File: config.mk
export PLATFORM = sky130hd
export DESIGN_NAME = mem_port_arbiter_flat
export DESIGN_NICKNAME = d
export VERILOG_FILES = /design/src/rtl/mem_arb_pkg.sv /design/src/rtl/mem_port_arbiter_if.sv /design/src/rtl/mem_port_arbiter.sv /design/src/flat_wrapper.sv
export SDC_FILE = /design/constraint.sdc
export NUM_CORES = 1
export LEC_CHECK = 0
export ABC_CLOCK_PERIOD_IN_PS = 4800
export BUFFER_PORTS_ARGS = -buffer_cell sky130_fd_sc_hd__clkbuf_2
export CELL_PAD_IN_SITES_DETAIL_PLACEMENT = 1
export CELL_PAD_IN_SITES_GLOBAL_PLACEMENT = 2
export CORE_MARGIN = 4
export CORE_UTILIZATION = 12
export DETAILED_ROUTE_END_ITERATION = 10
export PLACE_DENSITY = 0.95
export SYNTH_ARGS = -nofsm -noshare
export SYNTH_HDL_FRONTEND = slang
export SYNTH_SLANG_ARGS = --single-unit
File: constraint.sdc
create_clock -name clk -period 4.8 [get_ports clk]
set_input_delay 0.72 -clock clk [delete_from_list [all_inputs] [get_ports clk]]
set_output_delay 0.72 -clock clk [all_outputs]
set_load 0.02 [all_outputs]
File: src/rtl/mem_arb_pkg.sv
// Shared types and parameter limits for the instruction/data memory port arbiter.
package mem_arb_pkg;

  typedef enum logic [1:0] {
    IDLE    = 2'd0,
    BUSY_IF = 2'd1,
    BUSY_D  = 2'd2
  } arb_state_t;

  typedef enum logic {
    OWN_IF = 1'b0,
    OWN_D  = 1'b1
  } owner_t;

  // Supported range of the memory read latency.
  localparam int unsigned MEM_LAT_MIN = 1;
  localparam int unsigned MEM_LAT_MAX = 4;

  function automatic bit mem_latency_ok(input int unsigned lat);
    return (lat >= MEM_LAT_MIN) && (lat <= MEM_LAT_MAX);
  endfunction

endpackage

File: src/rtl/mem_port_arbiter_if.sv
// Fetch, data and memory-side signals of the shared memory port.
// slave: the arbiter's view; master: the pipeline/memory environment's view.
interface mem_port_arbiter_if #(
  parameter int unsigned ADDR_WIDTH = 32,
  parameter int unsigned DATA_WIDTH = 32
);
  // Fetch stage
  logic                    if_req;
  logic [ADDR_WIDTH-1:0]   if_addr;
  logic                    flush_if;
  logic                    if_gnt;
  logic                    if_valid;
  logic [DATA_WIDTH-1:0]   if_rdata;
  // Memory (load/store) stage
  logic                    d_req;
  logic                    d_we;
  logic [ADDR_WIDTH-1:0]   d_addr;
  logic [DATA_WIDTH-1:0]   d_wdata;
  logic [DATA_WIDTH/8-1:0] d_be;
  logic                    d_gnt;
  logic                    d_valid;
  logic [DATA_WIDTH-1:0]   d_rdata;
  // On-chip memory
  logic                    mem_en;
  logic                    mem_we;
  logic [ADDR_WIDTH-1:0]   mem_addr;
  logic [DATA_WIDTH-1:0]   mem_wdata;
  logic [DATA_WIDTH/8-1:0] mem_be;
  logic [DATA_WIDTH-1:0]   mem_rdata;
  // Hazard unit
  logic                    stall_if;
  logic                    stall_mem;

  modport slave (
    input  if_req, if_addr, flush_if, d_req, d_we, d_addr, d_wdata, d_be, mem_rdata,
    output if_gnt, if_valid, if_rdata, d_gnt, d_valid, d_rdata,
    output mem_en, mem_we, mem_addr, mem_wdata, mem_be, stall_if, stall_mem
  );

  modport master (
    output if_req, if_addr, flush_if, d_req, d_we, d_addr, d_wdata, d_be, mem_rdata,
    input  if_gnt, if_valid, if_rdata, d_gnt, d_valid, d_rdata,
    input  mem_en, mem_we, mem_addr, mem_wdata, mem_be, stall_if, stall_mem
  );

endinterface

File: src/rtl/mem_port_arbiter.sv
// Shares the single-port on-chip memory between instruction fetch and the load/store stage.
// Data wins by default; fetch wins after MAX_STARVE consecutive losses. Each access owns the
// port for MEM_LATENCY cycles and the next arbitration overlaps its completion cycle.
module mem_port_arbiter
  import mem_arb_pkg::*;
#(
  parameter int unsigned MEM_LATENCY = 1,
  parameter int unsigned MAX_STARVE  = 2
) (
  input logic               clk,
  input logic               rst,
  mem_port_arbiter_if.slave bus
);

  localparam int unsigned LatW    = $clog2(MEM_LATENCY + 1);
  localparam int unsigned StarveW = $clog2(MAX_STARVE + 1);

  if (!mem_latency_ok(MEM_LATENCY) || (MAX_STARVE < 1)) begin : g_bad_param
    $error("mem_port_arbiter: MEM_LATENCY must be 1..4 and MAX_STARVE at least 1");
  end

  arb_state_t         r_state, w_state_next;
  logic [LatW-1:0]    r_lat_cnt, w_lat_cnt_next;
  logic [StarveW-1:0] r_starve_cnt, w_starve_cnt_next;
  logic               r_drop, w_drop_next;

  logic   w_busy, w_complete, w_arb, w_if_win, w_d_win, w_if_valid, w_d_valid;
  owner_t w_winner;

  // Arbitration: only when idle or in the completion cycle of the current access.
  always_comb begin
    w_busy     = (r_state != IDLE);
    w_complete = w_busy && (r_lat_cnt == LatW'(1));
    w_arb      = !w_busy || w_complete;
    w_if_win   = w_arb && bus.if_req &&
                 (!bus.d_req || (r_starve_cnt == StarveW'(MAX_STARVE)));
    w_d_win    = w_arb && bus.d_req && !w_if_win;
    w_winner   = w_if_win ? OWN_IF : OWN_D;
    // A flush seen earlier in the access or in this very cycle kills the fetch response.
    w_if_valid = w_complete && (r_state == BUSY_IF) && !r_drop && !bus.flush_if;
    w_d_valid  = w_complete && (r_state == BUSY_D);
  end

  // Outputs: grants, memory command, responses and stalls, all forced low during reset.
  always_comb begin
    bus.if_gnt    = 1'b0;
    bus.d_gnt     = 1'b0;
    bus.if_valid  = 1'b0;
    bus.d_valid   = 1'b0;
    bus.if_rdata  = '0;
    bus.d_rdata   = '0;
    bus.mem_en    = 1'b0;
    bus.mem_we    = 1'b0;
    bus.mem_addr  = '0;
    bus.mem_wdata = '0;
    bus.mem_be    = '0;
    bus.stall_if  = 1'b0;
    bus.stall_mem = 1'b0;
    if (!rst) begin
      bus.if_gnt    = w_if_win;
      bus.d_gnt     = w_d_win;
      bus.if_valid  = w_if_valid;
      bus.d_valid   = w_d_valid;
      bus.if_rdata  = w_if_valid ? bus.mem_rdata : '0;
      bus.d_rdata   = w_d_valid ? bus.mem_rdata : '0;
      bus.stall_if  = bus.if_req && !w_if_valid;
      bus.stall_mem = bus.d_req && !w_d_valid;
      if (w_if_win || w_d_win) begin
        bus.mem_en = 1'b1;
        unique case (w_winner)
          OWN_IF: begin
            bus.mem_addr = bus.if_addr;
            bus.mem_be   = '1;
          end
          OWN_D: begin
            bus.mem_we    = bus.d_we;
            bus.mem_addr  = bus.d_addr;
            bus.mem_wdata = bus.d_wdata;
            bus.mem_be    = bus.d_be;
          end
        endcase
      end
    end
  end

  // Next state: owner, latency countdown, flush drop flag and fetch starvation count.
  always_comb begin
    w_state_next      = r_state;
    w_lat_cnt_next    = r_lat_cnt;
    w_drop_next       = r_drop;
    w_starve_cnt_next = r_starve_cnt;
    if (w_if_win || w_d_win) begin
      w_state_next   = w_if_win ? BUSY_IF : BUSY_D;
      w_lat_cnt_next = LatW'(MEM_LATENCY);
      w_drop_next    = 1'b0;
    end else if (w_complete) begin
      w_state_next   = IDLE;
      w_lat_cnt_next = '0;
      w_drop_next    = 1'b0;
    end else if (w_busy) begin
      w_lat_cnt_next = r_lat_cnt - LatW'(1);
      if ((r_state == BUSY_IF) && bus.flush_if) begin
        w_drop_next = 1'b1;
      end
    end
    if (w_if_win || !bus.if_req) begin
      w_starve_cnt_next = '0;
    end else if (w_d_win && (r_starve_cnt != StarveW'(MAX_STARVE))) begin
      w_starve_cnt_next = r_starve_cnt + StarveW'(1);
    end
  end

  // State registers with synchronous reset; an in-flight response is simply forgotten.
  always_ff @(posedge clk) begin
    if (rst) begin
      r_state      <= IDLE;
      r_lat_cnt    <= '0;
      r_starve_cnt <= '0;
      r_drop       <= 1'b0;
    end else begin
      r_state      <= w_state_next;
      r_lat_cnt    <= w_lat_cnt_next;
      r_starve_cnt <= w_starve_cnt_next;
      r_drop       <= w_drop_next;
    end
  end

endmodule
File: src/flat_wrapper.sv
// flat-port wrapper written by rule: the top's interface ports become plain ports
module mem_port_arbiter_flat import mem_arb_pkg::*;
#(
  parameter int unsigned MEM_LATENCY = 1,
  parameter int unsigned MAX_STARVE  = 2
)
  (clk, rst, bus_if_req, bus_if_addr, bus_flush_if, bus_d_req, bus_d_we, bus_d_addr, bus_d_wdata, bus_d_be, bus_mem_rdata, bus_if_gnt, bus_if_valid, bus_if_rdata, bus_d_gnt, bus_d_valid, bus_d_rdata, bus_mem_en, bus_mem_we, bus_mem_addr, bus_mem_wdata, bus_mem_be, bus_stall_if, bus_stall_mem);
  mem_port_arbiter_if bus_i ();
  input logic clk;
  input logic rst;
  input wire logic [$bits(bus_i.if_req)-1:0] bus_if_req;
  input wire logic [$bits(bus_i.if_addr)-1:0] bus_if_addr;
  input wire logic [$bits(bus_i.flush_if)-1:0] bus_flush_if;
  input wire logic [$bits(bus_i.d_req)-1:0] bus_d_req;
  input wire logic [$bits(bus_i.d_we)-1:0] bus_d_we;
  input wire logic [$bits(bus_i.d_addr)-1:0] bus_d_addr;
  input wire logic [$bits(bus_i.d_wdata)-1:0] bus_d_wdata;
  input wire logic [$bits(bus_i.d_be)-1:0] bus_d_be;
  input wire logic [$bits(bus_i.mem_rdata)-1:0] bus_mem_rdata;
  output wire logic [$bits(bus_i.if_gnt)-1:0] bus_if_gnt;
  output wire logic [$bits(bus_i.if_valid)-1:0] bus_if_valid;
  output wire logic [$bits(bus_i.if_rdata)-1:0] bus_if_rdata;
  output wire logic [$bits(bus_i.d_gnt)-1:0] bus_d_gnt;
  output wire logic [$bits(bus_i.d_valid)-1:0] bus_d_valid;
  output wire logic [$bits(bus_i.d_rdata)-1:0] bus_d_rdata;
  output wire logic [$bits(bus_i.mem_en)-1:0] bus_mem_en;
  output wire logic [$bits(bus_i.mem_we)-1:0] bus_mem_we;
  output wire logic [$bits(bus_i.mem_addr)-1:0] bus_mem_addr;
  output wire logic [$bits(bus_i.mem_wdata)-1:0] bus_mem_wdata;
  output wire logic [$bits(bus_i.mem_be)-1:0] bus_mem_be;
  output wire logic [$bits(bus_i.stall_if)-1:0] bus_stall_if;
  output wire logic [$bits(bus_i.stall_mem)-1:0] bus_stall_mem;
  assign bus_i.if_req = bus_if_req;
  assign bus_i.if_addr = bus_if_addr;
  assign bus_i.flush_if = bus_flush_if;
  assign bus_i.d_req = bus_d_req;
  assign bus_i.d_we = bus_d_we;
  assign bus_i.d_addr = bus_d_addr;
  assign bus_i.d_wdata = bus_d_wdata;
  assign bus_i.d_be = bus_d_be;
  assign bus_i.mem_rdata = bus_mem_rdata;
  assign bus_if_gnt = bus_i.if_gnt;
  assign bus_if_valid = bus_i.if_valid;
  assign bus_if_rdata = bus_i.if_rdata;
  assign bus_d_gnt = bus_i.d_gnt;
  assign bus_d_valid = bus_i.d_valid;
  assign bus_d_rdata = bus_i.d_rdata;
  assign bus_mem_en = bus_i.mem_en;
  assign bus_mem_we = bus_i.mem_we;
  assign bus_mem_addr = bus_i.mem_addr;
  assign bus_mem_wdata = bus_i.mem_wdata;
  assign bus_mem_be = bus_i.mem_be;
  assign bus_stall_if = bus_i.stall_if;
  assign bus_stall_mem = bus_i.stall_mem;
  mem_port_arbiter #(.MEM_LATENCY(MEM_LATENCY), .MAX_STARVE(MAX_STARVE)) u_core (.clk(clk), .rst(rst), .bus(bus_i));
endmodule
Word level (Yosys, flattened, before mapping)
Cells that the tools add are included.

word-level totals
  bits in registers = 6
  latch bits = 0
  RAM bits = 0
  bits in read-only memories = 0
  input port bits = 138
  logic and storage cells = 72
  memories kept = 0

cells by class
  add/subtract/negate cells = 2
  $mul = 0
  div/mod/pow operators = 0
  magnitude comparators = 0
  equal/unequal tests = 4
  shift operators = 0
  muxes and demuxes = 31
  bitwise gates (word level) = 0
  reduce and logical (&&, ||, !) cells = 31

operators with widths
  operator                                        number
  two-way mux 32 bit                              9
  case mux 32 bit (2 select lines)                1
  two-way mux 1 bit                               15
  logical AND 1 bit                               13
  logical NOT 1 bit                               8
  two-way mux 4 bit                               2
  case mux 4 bit (2 select lines)                 1
  two-way mux 2 bit                               3
  == test 2 bit (second input constant)           2
  logical OR 1 bit                                4
  nonzero test 2 bit                              2
  nonzero test 3 bit                              1
  OR reduction 3 bit                              1
  adder 2 x 1 -> 2 bit (second input constant)    1
  == test 2 x 1 -> 1 bit (second input constant)  1
  != test 2 bit (second input constant)           1
  AND reduction 2 bit                             1
  OR reduction 2 bit                              1
  subtractor 1 bit (second input constant)        1

Longest topological paths before layout
Gate-level depths: netlist of run 1.

  word-level depth = 10
  gate-level depth with buffers = 7

Worst setup path before layout of run 1
Ideal clock, no wire load.

  path kind = input -> output
  start = input port bus_if_req
  end = output port bus_if_gnt
  arrival = 2001 ps
  setup slack = 2079 ps
  stages = 4
  cells stage by stage = clkbuf_1 > inv_1 > clkbuf_1 > nor4_1

on the way
  longest elaborated chain between the ends = 3

RTL lines
  element                         line                    source
  start, declared                 flat_wrapper.sv:11      input wire logic [$bits(bus_i.if_req)-1:0] bus_if_req;
  logical AND 1 bit (2 in a row)  mem_port_arbiter.sv:35  w_if_win = w_arb && bus.if_req &&
  two-way mux 1 bit               mem_port_arbiter.sv:59  if (!rst) begin
  end, declared                   flat_wrapper.sv:20      output wire logic [$bits(bus_i.if_gnt)-1:0] bus_if_gnt;

Every way passes these cells.

Worst setup path in the final report of run 1
  start = input port rst
  end = output port bus_mem_be[3]

on the way
  longest elaborated chain between the ends = 1

RTL lines
  element            line                    source
  start, declared    flat_wrapper.sv:10      input logic rst;
  two-way mux 4 bit  mem_port_arbiter.sv:59
  end, declared      flat_wrapper.sv:30      output wire logic [$bits(bus_i.mem_be)-1:0] bus_mem_be;

Every way passes these cells.

==> summary.txt, run 1 <==
Hold path
  – Worst Hold End: u_core.r_starve_cnt[1]
  – Hold Path Depth: 2
  – Hold path startpoint: u_core.r_starve_cnt[1]
  – Worst hold path class: register to register

Detailed routing
  – DRC: 0
  – Routed WL per cell: between 10 and 15 um
  – Final ANT Viol Nets: 0
  – Via density: about 4
  – Drt pass-1 iters: 6
  – DRT Wirelength: 9580 um
  – Vias: 2894
  – Detailed router's first-iteration violation count: 60

Synthesis
  – Syn Inst Count: approximately 280
  – Synth Register Bits: 6
  – Sequential-to-total area share from yosys stat: about 6.8%
  – Area fraction of the dominant cell type after synthesis: between 30% and 40%
  – Yosys cell types: 29
  – Main synth FF type: dfxtp_1
  – Ys Warns: 0
  – Leading post-synthesis cells by cell area: and2_1, a21oi_2, nand3_1
  – Top cells by count, synth: and2_1, nand3_1, o21ai_0, a21oi_2, clkbuf_1
  – Avg Inst Size Synth: 6.42 sq um
  – Post-synth EDFFs: 0
  – Fraction of registers with async set/reset: 0%
  – Syn Std Cell Area: 1770 sq um
  – Yosys top cell by area: and2_1
  – Most numerous cell in the Yosys netlist: and2_1
  – Syn_nets: 414

Floorplan
  – Effective utilization at floorplan: about an eighth
  – Die Width: 129 um
  – Die Area: 16700 sq um
  – Core Footprint: 14500 sq um
  – I/O Pins: 278
  – Core Rows: 44
  – Die Y-Extent: approximately 130 um

CTS
  – Root Buffer: clkbuf_16
  – Clk sinks: 6
  – H-tree levels: 1
  – Post-CTS Hold Buffers: 0
  – TritonCTS clock tree: done
  – Post-CTS Repair Setup Buffers: 0
  – Max Buffers Root-to-Sink: 2
  – Post-CTS Resized: 0
  – CTS clk-pin slew, worst paths: 0.03 ns
  – CTS Buf Count: 3
  – Worst-skew pair later-pin latency: 0.23 ns

STA
  – RSZ-0062 raised after global routing: false
  – Max Freq: around 0.32 GHz
  – Min Tclk post-route: ~3.2 ns
  – Total Neg Setup Slack: 0 ns
  – Count of final setup violators: 0
  – Final Max Slew Viols: 0
  – Final Cycle Share: 65.8%
  – Max Clock Skew: 0.00132 ns
  – Slew margin rel.: between 30% and 40%
  – Worst slew pin tran: 1.02 ns
  – Final Hold Viols: 0
  – Final hold slack: 0.461 ns

Placed design
  – Port bufs: 277
  – Placed inst area: roughly 3300 sq um
  – GP Congestion: 0.697
  – Final HPWL DP: 8010 um

Power and ir drop
  – Logic gate share of total power: 57.9%
  – Clk pwr share: between 20 and 30%
  – Seq pwr share: between 10% and 20%
  – Pwr dens: 134 nW/um^2
  – Fraction of power spent switching nets: 41.6%
  – Switching power: 0.188 mW
  – Pleak: 1.86 nW
  – Peak VDD IR: 0.0000700 V
  – P_int: ~0.26 mW

Setup path
  – Max incr delay on CP: 0.95 ns
  – Worst-path cell chain: clkbuf_2 -> or3_2 -> inv_2 -> o21a_1 -> clkbuf_2
  – Crit-path max FO: 33
  – Worst R2R Setup Slack: just under 3 ns
  – Worst reg2reg startpoint: u_core.r_starve_cnt[0]
  – Worst EP required: 4.08 ns
  – Worst Setup End Kind: primary output
  – Crit path arrival time: 2.44 ns
  – CP max stage cell: or3_2
  – CP startpoint kind: input port
  – Setup CP Type: input port to primary output
  – Worst Reg2Reg Path Length in Cells: 6
  – Crit Reg-Reg Endpoint: u_core.r_starve_cnt[1]
  – Most common cell on crit path: clkbuf_2

Layout
  – Diode count: 0
  – Share of cells above drive strength 1: 60.8%
  – Nets@finish: 674
  – Area Overhead vs Synth: 91.4%
  – Final core utilization: 23.3%
  – Fin area: 3380 sq um

Global routing
  – Number of global-route vias before repair: 2890
  – Global-route wire length before repair: 14100 um
  – Initial antenna violation count: 0
  – Largest net degree at the start of global routing: 35
  – Total gr overflow: 0
  – Total global-route track usage: 10.3%

Outcome
  – Status: complete, no violations

Job
  – Max-cap violation count: 0
## worst max-delay path: cells and delay by family
kind | cells | cell delay (ns)
compound gates | 1 | 0.16
buf+inv | 3 | 0.61
simple gates | 1 | 0.95
## power groups by stage
stage                     Combinational (mW)  Sequential (mW)  Clock, mW
after global routing                   0.288           0.0570      0.142
after global placement                 0.263           0.0572          0
after CTS                              0.267           0.0565      0.137
after detailed placement               0.267           0.0572          0
final                                  0.262           0.0564      0.134
after floorplan                        0.155           0.0559          0
## layout by cell type (no fill, tap or decap)
cell,synthesis,final
clkbuf_2,0,277
and2_1,97,97
nand3_1,32,32
o21ai_0,32,32
a21oi_2,30,30
a21oi_1,7,7
buf_4,0,7
dfxtp_1,6,6
nand2_1,5,5
nor3_1,5,4
nor2_1,4,4
o21a_1,4,4
nand2b_1,4,4
inv_1,3,3
or3_1,4,3
clkbuf_16,0,3
o21ba_1,1,1
nor2b_2,0,1
or3_2,0,1
inv_2,1,1
nor4b_4,1,1
o21ai_1,1,1
nor3_2,0,1
or2b_1,1,1
nor4_4,0,1
nor4_1,1,1
nand3b_1,1,1
nor4bb_1,1,1
and2b_1,1,1
o21ba_2,1,1
ha_1,1,1
## sequential cells by signal (all words and copies together) (netlist names)
name and count:
u_core.r_lat_cnt 1, u_core.r_starve_cnt 2, u_core.r_state 2, u_core.r_drop 1
## cells by family after synthesis
kind of cell    count (synthesis)  share of synthesized area [%]
fa+ha+maj                       1                          0.709
buf+inv                        33                           9.21
compound gates                 76                           29.1
flops                           6                           6.80
simple gates                  159                           54.2
## worst max-delay path by stage
| stage | start | end | slack (ns) |
|---|---|---|---|
| after floorplan | bus_if_req | bus_if_gnt | 2.08 |
| after CTS | u_core.r_state[0] | bus_mem_be[3] | 1.61 |
| final | rst | bus_mem_be[3] | 1.64 |
| after detailed placement | rst | bus_mem_be[3] | 1.61 |
| after global routing | u_core.r_state[0] | bus_mem_be[3] | 1.49 |
| after global placement | rst | bus_mem_be[2] | 1.65 |
## through the flow
step | worst slack (ns) | instances | total power, mW
final | 1.64 | 717 | 0.452
after global routing | 1.49 | 717 | 0.486
after CTS | 1.61 | 717 | 0.461
after detailed placement | 1.61 | 714 | 0.324
after floorplan | 2.08 | 275 | 0.211
after global placement | 1.65 | 714 | 0.320
## metal layers
| layer | vias up | part of all wire, % | global-route usage, % |
|---|---|---|---|
| met5 | - | 0 | 0 |
| met4 | 0 | 0.48 | 1.61 |
| met3 | 5 | 12 | 2.51 |
| met2 | 166 | 52 | 20.2 |
| met1 | 1286 | 35 | 11.2 |
| li1 | 1437 | - | - |
## cell type report
cell class	count	area [sq um]
well taps	184	230
repair buffers	284	1440
multi-input cells	236	1500
fillers	1877	11100
inverters	4	15.0
clock buffers	3	75.1
flip-flops and latches	6	120
Power figures use the tool's default switching activity.
==> inputs of run 2 (changes only) <==
--- a/config.mk
+++ b/config.mk
@@ -5,14 +5,14 @@
 export SDC_FILE = /design/constraint.sdc
 export NUM_CORES = 1
 export LEC_CHECK = 0
-export ABC_CLOCK_PERIOD_IN_PS = 4800
+export ABC_CLOCK_PERIOD_IN_PS = 2800
 export BUFFER_PORTS_ARGS = -buffer_cell sky130_fd_sc_hd__clkbuf_2
 export CELL_PAD_IN_SITES_DETAIL_PLACEMENT = 1
 export CELL_PAD_IN_SITES_GLOBAL_PLACEMENT = 2
 export CORE_MARGIN = 4
-export CORE_UTILIZATION = 12
+export CORE_UTILIZATION = 10
 export DETAILED_ROUTE_END_ITERATION = 10
-export PLACE_DENSITY = 0.95
+export PLACE_DENSITY = 0.87
 export SYNTH_ARGS = -nofsm -noshare
 export SYNTH_HDL_FRONTEND = slang
 export SYNTH_SLANG_ARGS = --single-unit
==> constraint.sdc (replaced) <==
create_clock -name clk -period 2.8 [get_ports clk]
set_input_delay 0.42 -clock clk [delete_from_list [all_inputs] [get_ports clk]]
set_output_delay 0.42 -clock clk [all_outputs]
set_load 0.02 [all_outputs]
==> run 2 against run 1 <==
- clock-buffer cell count did not move
- sequential power increased by 73%
- hold slack worse by 0.0022 ns
- register-to-register slack lost 1.8 ns
- final area up 2.8%
- non-clock buffer count rose by 4
- critical endpoint is now bus_mem_addr[31]
- clock power grew 70%
- global-route usage shrank 0.15 points
- cell count increased by 6.3%
- setup slack worse by 1.4 ns
- utilization down 3.3 points
==> summary.txt, run 2 (synthesis results as in run 1) <==
Setup path
  – Crit Reg-Reg Endpoint: u_core.r_state[0]
  – Worst Reg2Reg Path Length in Cells: 7
  – Setup CP Type: register to primary output
  – Top cell family by delay on the critical path: simple AND/OR/NAND/NOR gates
  – Crit path arrival time: 2.10 ns
  – CP bufs+invs: 2
  – Crit-path max FO: 21
  – Max incr delay on CP: 0.67 ns
  – Worst reg2reg startpoint: u_core.r_starve_cnt[0]
  – Worst R2R Setup Slack: 1.13 ns
  – CP max stage cell: or3_2
  – Worst Setup End Kind: primary output
  – Worst EP required: 2.38 ns
  – Worst-path cell chain: o21ba_1 -> or3_2 -> buf_12 -> a21oi_1 -> clkbuf_2
  – CP startpoint kind: register

STA
  – Final Max Slew Viols: 0
  – Total Neg Setup Slack: 0 ns
  – Final Cycle Share: between 80% and 90%
  – RSZ-0062 raised after global routing: false
  – Final Hold Viols: 0
  – Worst slew pin tran: 0.547 ns
  – Min Tclk post-route: roughly 2.5 ns
  – Count of final setup violators: 0
  – Max Clock Skew: 0.00124 ns
  – Max Freq: 0.397 GHz
  – Slew margin rel.: 63.5%

Detailed routing
  – Final ANT Viol Nets: 0
  – DRT Wirelength: 10800 um
  – Via density: about 3.9
  – Drt pass-1 iters: 4
  – DRC: 0
  – Detailed router's first-iteration violation count: 48
  – Vias: 2938
  – Routed WL per cell: ~14 um

Layout
  – Biggest regs: u_core.r_starve_cnt (2), u_core.r_state (2)
  – Most frequent cells in the layout: clkbuf_2, and2_1, nand3_1, o21ai_0, a21oi_2
  – Share of cells above drive strength 1: 61.1%
  – Final core utilization: 20.1%
  – Fill cells: approximately 2200
  – Nets@finish: about 680
  – Diode count: 0
  – Commonest non-fill, non-tap cell in the layout: clkbuf_2
  – Area Overhead vs Synth: 96.7%

Global routing
  – Initial antenna violation count: 0
  – Number of global-route vias before repair: 3135
  – Global-route wire length before repair: 16500 um
  – Total global-route track usage: 10.1%
  – Total gr overflow: 0
  – Largest net degree at the start of global routing: 36

CTS
  – Post-CTS Hold Buffers: 0
  – Clk sinks: 6
  – CTS Buf Count: 3
  – CTS clk-pin slew, worst paths: about 0.03 ns
  – Max Buffers Root-to-Sink: 2
  – Root Buffer: clkbuf_16
  – H-tree levels: 1
  – TritonCTS clock tree: done
  – Post-CTS Repair Setup Buffers: 0
  – Post-CTS Resized: 0
  – Worst-skew pair later-pin latency: 0.23 ns

Floorplan
  – Die Area: 19800 sq um
  – I/O Pins: between 200 and 300
  – Die Width: 141 um
  – Die Y-Extent: about 140 um
  – Core Rows: 48
  – Effective utilization at floorplan: 10.2%
  – Core Footprint: 17300 sq um

Hold path
  – Worst hold path class: register to register
  – Hold path startpoint: u_core.r_starve_cnt[1]
  – Hold Path Depth: 2
  – Worst Hold End: u_core.r_starve_cnt[1]

Power and ir drop
  – Peak VDD IR: about 0.00012 V
  – Pleak: about 1.9 nW
  – Pwr dens: 227 nW/um^2

Placed design
  – GP Congestion: roughly 0.76
  – Port bufs: 277
  – Final HPWL DP: 9430 um

Outcome
  – Status: complete, no violations

Job
  – Max-cap violation count: 0
## run 2: cell types whose count changed in the layout (fill, tap and decap cells not counted), sizes merged
cell  previous run  this run
buf              7        11
## run 2: per-stage QoR
stage	total power, mW	area, sq um	setup slack [ns]	hold WS, ns	std cells
after floorplan	0.361	1770	0.679	0.436	275
after CTS	0.801	3470	0.263	0.466	762
final	0.787	3470	0.283	0.459	762
after global placement	0.565	3400	0.447	0.453	759
after global routing	0.843	3470	0.143	0.495	762
after detailed placement	0.569	3400	0.421	0.462	759
## run 2: worst reg2reg max path: stages, from the launching register on
cell and delay, ns:
dfxtp_1 0.34, inv_1 0.05, ha_1 0.22, nor2b_2 0.18
buf_4 0.31, nor3_1 0.09, buf_4 0.17, o21ba_2 0.21
## run 2: worst max path at each step
stage	startpoint	to	slack, ns	depth (start not counted)
after floorplan	bus_if_req	bus_if_gnt	0.68	4
after global placement	rst	bus_mem_addr[0]	0.45	5
after detailed placement	rst	bus_mem_addr[31]	0.42	5
after CTS	u_core.r_lat_cnt	bus_mem_addr[31]	0.26	5
after global routing	u_core.r_starve_cnt[0]	bus_mem_addr[18]	0.14	7
final	u_core.r_lat_cnt	bus_mem_addr[31]	0.28	5
## run 2: where the power goes
| group | total (mW) | internal, mW | switching (mW) | leakage [nW] |
|---|---|---|---|---|
| Sequential | 0.0973 | 0.0904 | 0.00690 | 0.0493 |
| Combinational | 0.462 | 0.187 | 0.274 | 1.80 |
| Clock | 0.228 | 0.183 | 0.0453 | 0.0370 |
| Total | 0.787 | 0.461 | 0.326 | 1.88 |
## run 2: layer usage
layer / GRT usage (%) / routed length, um
met1: 11.2 / 4110
met2: 18.6 / 5310
met3: 3.56 / 1260
met4: 2.35 / 120
met5: 0 / 0
## run 2: layout make-up
class	instances	area, sq um	share of cell area, %
tap	225	282	8.11
sequential	6	120	3.46
timing repair buffer	288	1480	42.7
clock buffer	3	75.1	2.16
inverter	4	15.0	0.432
multi-input combinational	236	1500	43.2
==> inputs of run 3 (changes only) <==
--- a/config.mk
+++ b/config.mk
@@ -13,6 +13,7 @@
 export CORE_UTILIZATION = 10
 export DETAILED_ROUTE_END_ITERATION = 10
 export PLACE_DENSITY = 0.87
+export REMOVE_ABC_BUFFERS = 1
 export SYNTH_ARGS = -nofsm -noshare
 export SYNTH_HDL_FRONTEND = slang
 export SYNTH_SLANG_ARGS = --single-unit
==> run 3 against run 2 <==
- sequential share of layout area is essentially flat
- critical path depth up 1
- clock-buffer cell count is the same
- die area unchanged
- routed wire length fell by 4.8%
- fmax down 5.0%
- clock power up 4%
- global-route usage fell by 0.53 points
- clock skew is essentially flat
- final area decreased by 0.58%
- hold slack got worse by 0.0026 ns
- cell count decreased by 0.13%
- largest power group unchanged
==> summary.txt, run 3 (synthesis results as in run 1) <==
Hold path
  – Worst hold path class: register to register
  – Hold Path Depth: 2

Detailed routing
  – Drt pass-1 iters: 4
  – Vias: 2895
  – Final ANT Viol Nets: 0
  – Routed WL per cell: 13.5 um
  – Detailed router's first-iteration violation count: 75
  – DRT Wirelength: 10300 um
  – DRC: 0
  – Via density: approximately 3.8

STA
  – Final Max Slew Viols: 0
  – RSZ-0062 raised after global routing: false
  – Final Cycle Share: 94.6%
  – Max Clock Skew: 0.00146 ns
  – Final WS setup: 0.151 ns
  – Max Freq: 0.377 GHz
  – Total Neg Setup Slack: 0 ns
  – Min Tclk post-route: roughly 2.6 ns
  – Final Hold Viols: 0
  – Worst slew pin tran: 0.828 ns
  – Count of final setup violators: 0
  – Slew margin rel.: 44.4%

Layout
  – Area Overhead vs Synth: 95.6%
  – Share of cells above drive strength 1: approximately 61%
  – Most frequent cells in the layout: clkbuf_2, and2_1, nand3_1, o21ai_0, a21oi_2
  – Nets@finish: 677
  – Biggest regs: u_core.r_starve_cnt (2), u_core.r_state (2)
  – Fill cells: roughly 2200
  – Commonest non-fill, non-tap cell in the layout: clkbuf_2
  – Diode count: 0
  – Finished Layout Cells: 761

Setup path
  – Setup CP Type: register to primary output
  – Worst Setup End Kind: primary output
  – Crit-path max FO: 33
  – Worst Reg2Reg Path Length in Cells: 3
  – Crit path arrival time: 2.23 ns
  – Worst EP required: 2.38 ns
  – CP startpoint kind: register

Power and ir drop
  – Total chip power: 0.789 mW
  – Pleak: 1.87 nW
  – Pwr dens: 228 nW/um^2
  – Peak VDD IR: 0.000171 V

CTS
  – Post-CTS Repair Setup Buffers: 0
  – Max Buffers Root-to-Sink: 2
  – Clk sinks: 6
  – Root Buffer: clkbuf_16
  – Post-CTS Hold Buffers: 0
  – CTS clk-pin slew, worst paths: 0.03 ns
  – TritonCTS clock tree: done
  – H-tree levels: 1
  – CTS Buf Count: 3
  – Worst-skew pair later-pin latency: 0.23 ns
  – Post-CTS Resized: 0

Placed design
  – Port bufs: 277
  – Final HPWL DP: 8850 um
  – DP Cell Count: 758
  – Pre-CTS WS: 0.393 ns
  – GP Congestion: 0.763

Global routing
  – Global-route wire length before repair: 15800 um
  – Number of global-route vias before repair: 2985
  – Total gr overflow: 0
  – Largest net degree at the start of global routing: 35
  – Initial antenna violation count: 0
  – Total global-route track usage: 9.60%

Floorplan
  – Die Width: 141 um
  – Die Y-Extent: 141 um
  – I/O Pins: 278
  – Effective utilization at floorplan: 10.2%
  – Core Footprint: about 17000 sq um
  – Core Rows: 48
  – Die Area: 19800 sq um

Outcome
  – Status: complete, no violations

Job
  – Max-cap violation count: 0
-- run 3: worst max-delay path: stages (launching register included) --
cell	delay, ns
dfxtp_1	0.43
o21ba_1	0.31
or3_2	0.49
buf_4	0.30
inv_2	0.15
o21a_1	0.13
clkbuf_2	0.16
-- run 3: metrics by stage --
step                util [%]  hold WS (ns)  instance area, sq um
floorplan                  -         0.436                  1620
finish                  20.0         0.456                  3450
global route            20.0         0.493                  3450
detailed placement      19.5         0.457                  3380
CTS                     20.0         0.462                  3450
global placement        19.5         0.456                  3380
-- run 3: final cells by class --
type / count / area (sq um) / area share, %
multi-input combinational: 236 / 1500 / 43.4
clock buffer: 3 / 75.1 / 2.17
timing repair buffer: 287 / 1460 / 42.3
sequential: 6 / 120 / 3.48
tap: 225 / 282 / 8.15
inverter: 4 / 15.0 / 0.435
-- run 3: path summary, 6_finish.rpt --
kind                     startpoint                endpoint  slack (ns)
max                u_core.r_lat_cnt           bus_mem_be[3]        0.15
min          u_core.r_starve_cnt[1]  u_core.r_starve_cnt[1]        0.46
max reg2reg        u_core.r_lat_cnt       u_core.r_state[0]        1.03
min reg2reg  u_core.r_starve_cnt[1]  u_core.r_starve_cnt[1]        0.46
-- run 3: layer usage --
layer | global-route usage [%] | up-vias | wire (um)
li1 | - | 1449 | -
met1 | 11.8 | 1298 | 4210
met2 | 16.9 | 131 | 5150
met3 | 2.20 | 17 | 719
met4 | 2.40 | 0 | 202
met5 | 0 | - | 0
-- run 3: power breakdown --
group	internal (mW)	switching, mW
registers	0.0904	0.00661
clock network	0.184	0.0529
logic	0.182	0.273
